===== config.mk =====
export PLATFORM = sky130hd
export DESIGN_NAME = adc_sample_packer
export DESIGN_NICKNAME = d
export VERILOG_FILES = /design/src/rtl/adc_sample_packer_pkg.sv /design/src/rtl/adc_word_assembler.sv /design/src/rtl/adc_sample_packer.sv
export SDC_FILE = /design/constraint.sdc
export NUM_CORES = 1
export LEC_CHECK = 0
export BUFFER_PORTS_ARGS = -buffer_cell sky130_fd_sc_hd__buf_2
export CORE_UTILIZATION = 49
export CTS_CLUSTER_SIZE = 8
export DETAILED_ROUTE_END_ITERATION = 6
export MAX_ROUTING_LAYER = met4
export PLACE_DENSITY = 0.81
export SLEW_MARGIN = 15
export SYNTH_ARGS = -nofsm -noshare
export SYNTH_HDL_FRONTEND = slang
export SYNTH_HIERARCHICAL = 1
export SYNTH_SLANG_ARGS = --single-unit

===== constraint.sdc =====
create_clock -name clk -period 5.35 [get_ports clk]
set_clock_uncertainty 0.05 [all_clocks]
set_input_delay 1.07 -clock clk [delete_from_list [all_inputs] [get_ports clk]]
set_output_delay 1.07 -clock clk [all_outputs]
set_load 0.1 [all_outputs]

===== src/rtl/adc_sample_packer_pkg.sv =====
// Shared types and widths for the ADC sample packer.
// Four 32-bit lane slots make up one 128-bit memory word.
package adc_sample_packer_pkg;

  typedef enum logic [1:0] {
    IDLE,
    CAPTURE,
    DONE
  } state_t;

  localparam int LANES_PER_WORD = 4;
  localparam int LANE_W         = 16;
  localparam int WORD_W         = 128;
  localparam int SLOT_W         = 2 * LANE_W;

  // Channel B occupies the upper half of a slot.
  function automatic logic [SLOT_W-1:0] pack_slot(
    input logic [LANE_W-1:0] a,
    input logic [LANE_W-1:0] b
  );
    return {b, a};
  endfunction

endpackage


===== src/rtl/adc_word_assembler.sv =====
// Gathers four sample pairs into one 128-bit word.
// Flags a full word one cycle later.
module adc_word_assembler
  import adc_sample_packer_pkg::*;
#(
  parameter int ADC_W = 12
) (
  input  logic              clk,
  input  logic              reset,
  input  logic              clear_i,
  input  logic              push_i,
  input  logic [ADC_W-1:0]  a_i,
  input  logic [ADC_W-1:0]  b_i,
  output logic [WORD_W-1:0] word_o,
  output logic              full_o
);

  localparam logic [1:0] LAST_LANE = 2'(LANES_PER_WORD - 1);

  logic [1:0]                               lane_q;
  logic [LANES_PER_WORD-2:0][SLOT_W-1:0]    slot_q;
  logic [WORD_W-1:0]                        hold_q;
  logic                                     full_q;
  logic [SLOT_W-1:0]                        pair;
  logic                                     last;

  assign pair = pack_slot(LANE_W'(a_i), LANE_W'(b_i));
  assign last = push_i && (lane_q == LAST_LANE);

  // A completing pair wins over clear so abort cannot lose a full word.
  always_ff @(posedge clk or posedge reset) begin
    if (reset) begin
      lane_q <= '0;
      slot_q <= '0;
      hold_q <= '0;
      full_q <= 1'b0;
    end else begin
      full_q <= last;
      if (last) begin
        hold_q <= {pair, slot_q};
        lane_q <= '0;
      end else if (clear_i) begin
        lane_q <= '0;
      end else if (push_i) begin
        slot_q[lane_q] <= pair;
        lane_q         <= lane_q + 2'd1;
      end
    end
  end

  assign word_o = hold_q;
  assign full_o = full_q;

endmodule


===== src/rtl/adc_sample_packer.sv =====
// Capture FSM, write address and memory-port drive
// for packing ADC sample pairs into 128-bit words.
module adc_sample_packer
  import adc_sample_packer_pkg::*;
#(
  parameter int ADC_W  = 12,
  parameter int DEPTH  = 18750,
  parameter int ADDR_W = 15,
  parameter int WRAP   = 0
) (
  input  logic              clk,
  input  logic              reset,
  input  logic              start,
  input  logic              abort,
  input  logic              sample_valid,
  input  logic [ADC_W-1:0]  adc_a_data,
  input  logic [ADC_W-1:0]  adc_b_data,
  output logic [ADDR_W-1:0] mem_address,
  output logic [127:0]      mem_writedata,
  output logic [15:0]       mem_byteenable,
  output logic              mem_chipselect,
  output logic              mem_write,
  output logic              mem_clken,
  output logic              busy,
  output logic              done,
  output logic [ADDR_W:0]   words_written
);

  localparam logic [ADDR_W-1:0] LAST_ADDR = ADDR_W'(DEPTH - 1);
  localparam logic [ADDR_W:0]   MAX_WORDS = (ADDR_W + 1)'(DEPTH);

  state_t            state_q;
  logic [ADDR_W-1:0] addr_q;
  logic [ADDR_W:0]   words_q;
  logic              busy_q;
  logic              done_q;

  logic              in_cap;
  logic              arm;
  logic              wr;
  logic              at_last;
  logic              stop;
  logic              clear;
  logic              push;
  logic [WORD_W-1:0] word;

  assign in_cap  = (state_q == CAPTURE);
  assign arm     = start && !in_cap;
  assign at_last = (addr_q == LAST_ADDR);
  assign stop    = in_cap && (abort || (wr && at_last && WRAP == 0));
  assign clear   = arm || (in_cap && abort);
  assign push    = sample_valid && in_cap;

  adc_word_assembler #(
    .ADC_W (ADC_W)
  ) u_asm (
    .clk     (clk),
    .reset   (reset),
    .clear_i (clear),
    .push_i  (push),
    .a_i     (adc_a_data),
    .b_i     (adc_b_data),
    .word_o  (word),
    .full_o  (wr)
  );

  always_ff @(posedge clk or posedge reset) begin
    if (reset) begin
      state_q <= IDLE;
      addr_q  <= '0;
      words_q <= '0;
      busy_q  <= 1'b0;
      done_q  <= 1'b0;
    end else begin
      // A write pending when abort hits still lands and is counted.
      if (wr) begin
        if (!at_last)
          addr_q <= addr_q + 1'b1;
        else if (WRAP != 0)
          addr_q <= '0;
        if (words_q != MAX_WORDS)
          words_q <= words_q + 1'b1;
      end
      unique case (state_q)
        IDLE, DONE: begin
          if (start) begin
            state_q <= CAPTURE;
            busy_q  <= 1'b1;
            done_q  <= 1'b0;
            addr_q  <= '0;
            words_q <= '0;
          end
        end
        CAPTURE: begin
          if (stop) begin
            state_q <= DONE;
            busy_q  <= 1'b0;
            done_q  <= 1'b1;
          end
        end
        default: state_q <= IDLE;
      endcase
    end
  end

  assign mem_address    = addr_q;
  assign mem_writedata  = word;
  assign mem_byteenable = '1;
  assign mem_chipselect = wr;
  assign mem_write      = wr;
  assign mem_clken      = 1'b1;
  assign busy           = busy_q;
  assign done           = done_q;
  assign words_written  = words_q;

endmodule


* After elaboration in Yosys (flattened, before gate mapping)
Index checks and enable logic that the tools add are counted.
** Storage, ports and cells
- Register bits :: 254
- Input port bits :: 29
- Output and inout port bits :: 180
- Logic and storage cells :: 65
** Operators by class
- $add $sub $neg :: 3
- Magnitude comparators :: 2
- Eq/ne operators :: 7
- Muxes and demuxes :: 23
- Bitwise gates (word level) :: 2
- Reductions and logical operators :: 17
** Operators with widths (number)
- bitwise mux 96 bit :: 1
- demux 32 bit (select 2 bit) :: 1
- 2-to-1 mux 16 bit :: 4
- 2-to-1 mux 15 bit :: 4
- 2-to-1 mux 32 bit :: 1
- adder 16 x 1 -> 16 bit, second input constant :: 1
- != test 16 x 15 -> 1 bit, second input constant :: 1
- adder 15 x 1 -> 15 bit, second input constant :: 1
- == test 15 bit, second input constant :: 1
- 2-to-1 mux 2 bit :: 5
- logical AND 1 bit :: 7
- AND reduction 3 bit :: 2
- == test 2 bit, second input constant :: 2
- 2-to-1 mux 1 bit :: 4
- case mux 1 bit (2 select lines) :: 2
- case mux 2 bit (2 select lines) :: 1
- < comparator 2 x 3 -> 1 bit, second input constant :: 1
- nonzero test 3 bit :: 1
- adder 2 x 1 -> 2 bit, second input constant :: 1
- == test 2 x 1 -> 1 bit, second input constant :: 1
- >= comparator 2 x 1 -> 1 bit, second input constant :: 1
- logical NOT 2 bit :: 1
- logical OR 1 bit :: 2
- != test 2 x 1 -> 1 bit, second input constant :: 1
- 6 further kinds :: 7

* Longest topological paths before layout
- Depth after elaboration :: 6
- Depth in mapped cells :: 7
- Depth with buffers taken out :: 6

* Cells and area by module
Netlist, hierarchy kept.
** By module, submodules not included
- adc_word_assembler :: times used 1, cells an instance 408, area each 7045.5 um^2, seq. area each 4279.1 um^2
- adc_sample_packer :: times used 1, cells an instance 227, area each 2098.3 um^2, seq. area each 875.8 um^2

* Worst setup path after synthesis
OpenSTA, ideal clock, no wires.
- Path type :: register -> register
- From :: register words_q[1] (netlist: words_written[1])
- To :: register words_q[3] (netlist: words_written[3])
- Setup time :: 0.075 ns
- Arrival :: 2.426 ns
- Required time :: 5.225 ns
- Setup slack :: 2.799 ns
- Stages on the path, launching flop included :: 7
- Path buffers :: 1
- Period minus slack after synthesis :: 2.551 ns
- Cells stage by stage :: dfrtp_1 -> ha_1 -> or4b_2 -> nor4_2 -> buf_4 -> o21ai_1 -> a21oi_2
** Between the ends
- Word-level cells in the longest chain between the ends :: 5
- Elaborated cells between the ends (all ways) :: 6
- Those cells by class :: 1 x add/sub; 1 x eq/ne; 4 x mux
** RTL lines
- from (decl) :: line adc_sample_packer.sv:34 : logic [ADDR_W:0] words_q;
- from (signal assigned) :: line adc_sample_packer.sv:82 : words_q <= words_q + 1'b1;
- adder 16 x 1 -> 16 bit / != test 16 x 15 -> 1 bit (equally long branches) :: line adc_sample_packer.sv:82, adc_sample_packer.sv:81
- 2-to-1 mux 16 bit (*) :: line adc_sample_packer.sv:81 : if (words_q != MAX_WORDS)
- 2-to-1 mux 16 bit (*) :: line adc_sample_packer.sv:76 : if (wr) begin
- 2-to-1 mux 16 bit :: line adc_sample_packer.sv:86 : if (start) begin
- 2-to-1 mux 16 bit (*) :: line adc_sample_packer.sv:84 : unique case (state_q)
Every way passes the cells marked *; elsewhere a longest branch is shown, timed or not.
A chain may end at the register's enable or synchronous reset.

* Final worst setup path
- From :: register u_asm.full_q (netlist: u_asm/full_o)
- To :: output mem_chipselect
** RTL lines
- from (decl) :: line adc_word_assembler.sv:23 : logic full_q;
- from (signal assigned) :: line adc_word_assembler.sv:38 : full_q <= last;
- to (decl) :: line adc_sample_packer.sv:21 : output logic mem_chipselect,
No word-level cell between the ends.

==> impl_metrics.yaml <==
run_status:
  outcome: "finished, violations left"
  violations: "DRC"
logic_synthesis:
  syn_area_mm2: 0.009144
  synth_top_cells_by_area: "dfrtp_1 56%, mux2_2 13%, mux2_4 9.9%"
  synthCells: 635
  synth_edf_count: 0
  synth_cell_type_count: 55
  yosys.area.top_type: "dfrtp_1"
  synth_seq_cells: 206
  seq_area_frac_synth_pct: 56.38
  async_flop_share_pct: 100.0
  yosysWarnings: 6
  synth_top_area_share_pct: 56.38
  synth_ff_type: "dfrtp_1"
  syn_area_per_cell_um2: 14.40
setup_path:
  reg2reg_from: "state_q[1]"
  critPathSlowestCell: "dfrtp_1"
  criticalPathCategory: "flip-flop to output pin"
  crit_chain: "buf_2"
  cp-start-kind: "flip-flop"
  reg2reg_to: "u_asm/slot_q[89]"
  cp_max_fo: 17
  cp-end-kind: "output pin"
  startpoint: "u_asm/full_o"
  crit_buf_inv: 1
  worstRegToRegCells: 4
  critPathTopFamily: "flip-flops"
  cp.arrival_ns: 1.73
  crit_end: "mem_chipselect"
  crit_path_max_incr_delay_ns: 0.68
  cp.depth: 1
  r2r_slack_ns: 2.74
  required_ns: 4.23
die:
  initial_core_util_pct: 50.39
  dieWidth_um: 138.6
  die_area_mm2: 0.01921
  fp.coreArea_mm2: 0.01815
  num_rows: 49
  fp.dieH_um: 138.6
  io_pins: 209
min_path:
  hold_class: "flip-flop to flip-flop"
  holdPathStages: 1
sta:
  hold_viol_final: 0
  rsz0062_at_grt: "no"
  timing.hold.ws_ns: 0.4173
  timing.final.crit_share_pct: 53.26
  fin_crit_ns: 2.849
  finalSetupTns_ns: 0
  clock.fmax_mhz: 350.9
  layout_setup_ws_ns: 2.501
  tightest_slew_ns: 1.061
  relSlewSlack_pct: 29.28
  drv_slew: 0
  setup_violations: 0
route:
  viasPerCell: 5.257
  wl_per_cell_um: 17.45
  vias: 5420
  drcViolationCount: 30
  finalWirelength_um: 18000
  drtPass1Iterations: 7
  detail-route-antenna-nets: 0
  drt-initial-drc-count: 236
clock_tree:
  clock_latency_ns: 0.52
  ctsRootBufferMaster: "clkbuf_16"
  clockBufferDepth: 3
  clock_sinks: 206
  cts_hold_buf: 0
  cts_setup_buffers: 0
  htreeDepth: 1
  cts_resized: 0
  clkTransAtPathRegs_ns: 0.05
  cts-buffers-inserted: 29
  cts_tree: "built"
global_routing:
  gr-total-overflow: 0
  track_usage_pct: 20.03
  grt_max_degree: 114
  grt_pass1_vias: 5605
  antenna_found_initial: 0
  grt_pass1_wl_um: 30010
final_layout:
  instances_no_fill: 1031
  final_common_cell: "dfrtp_1"
  syn_to_final_growth_pct: 14.92
  mostFrequentLayoutCells: "206 x dfrtp_1, 159 x buf_2, 109 x mux2_2, 60 x mux2_4, 49 x conb_1"
  drive_above_1_share_pct: 48.38
  n_antenna_cell: 0
  fin_nets: 838
place:
  hpwl_um: 11600
  routabilityCongestion: 0.8941
  pre_cts_slack_ns: 2.121
  placedCellCount: 999
  portBuffers: 159
pwr:
  cellLeakagePower_nw: 5.502
  power-per-cell-area_mw_per_mm2: 404.1
  peakVddDrop_uv: 260.3
flow_run:
  cap_viol_max_count: 0
-- Yosys cell counts (all sizes together) (2+ instances only) --
library cell and count:
a21o 2, a21oi 19, and2 2, and4 5, and4bb 3, buf 73
clkbuf 2, conb 2, dfrtp 206, ha 8, inv 11, mux2 169
nand2 18, nand2b 5, nand3 8, nand4 11, nor2 18, nor3 2
nor4 7, o211ai 2, o21ai 16, o31ai 3, or3 15, or4 3
or4b 2, xnor2 6, xor2 3
-- layer usage --
metal	vias to the layer above	share of wire, %	global-route usage, %
li1	2467	-	-
met4	0	2.0	5.618
met5	-	0	-
met3	31	6.4	4.385
met1	2754	44	26.27
met2	168	48	31.47
-- area by class of cell --
cell class,count,area (µm²)
clock buffers,31,733.2
flip-flops and latches,206,5155
repair buffers,164,845.8
inverters,11,47.55
multi-input cells,389,3431
well taps,229,286.5
clock inverters,1,8.758
fillers,1441,7640
-- power by group --
part	total [W]	internal (W)	leakage, nW	switching [W]
Combinational	0.000773	0.000308	2.34	0.000464
Sequential	0.00193	0.00180	2.80	0.000137
Clock	0.00154	0.000946	0.364	0.000595
Total	0.00425	0.00305	5.50	0.00120
-- state kept, by name (all words and copies together), names as in the netlist --
name           flops
u_asm/word_o      96
done               1
words_written     16
state_q            2
mem_address       15
u_asm/slot_q      72
u_asm/lane_q       2
busy               1
u_asm/full_o       1
-- stage by stage --
step | power [W] | area, µm² | util (%)
CTS | 0.004300 | 10510 | 57.90
global placement | 0.002695 | 9766 | 53.81
finish | 0.004246 | 10510 | 57.90
floorplan | 0.002624 | 9324 | -
detailed placement | 0.002730 | 9766 | 53.81
global route | 0.004430 | 10510 | 57.90
-- worst min path at each step --
stage,from,end
2_1_floorplan,state_q[1],state_q[1]
3_5_place_dp,state_q[1],state_q[1]
4_1_cts,state_q[1],state_q[1]
6_report,done,done
5_1_grt,state_q[1],state_q[1]
3_3_place_gp,done,done
-- logic make-up after synthesis --
| kind of cell | Yosys count | share of synthesized area [%] |
|---|---|---|
| DFF | 206 | 56.38 |
| muxes | 169 | 23.28 |
| and+or+nand+nor | 106 | 6.993 |
| buffers and inverters | 87 | 8.060 |
| AOI/OAI and AO/OA | 48 | 3.257 |
| xor gates and xnor gates | 9 | 0.8621 |
| adders and majority gates | 8 | 1.095 |
| other | 2 | 0.08213 |
Note: power is estimated with default switching activity, not from simulation.
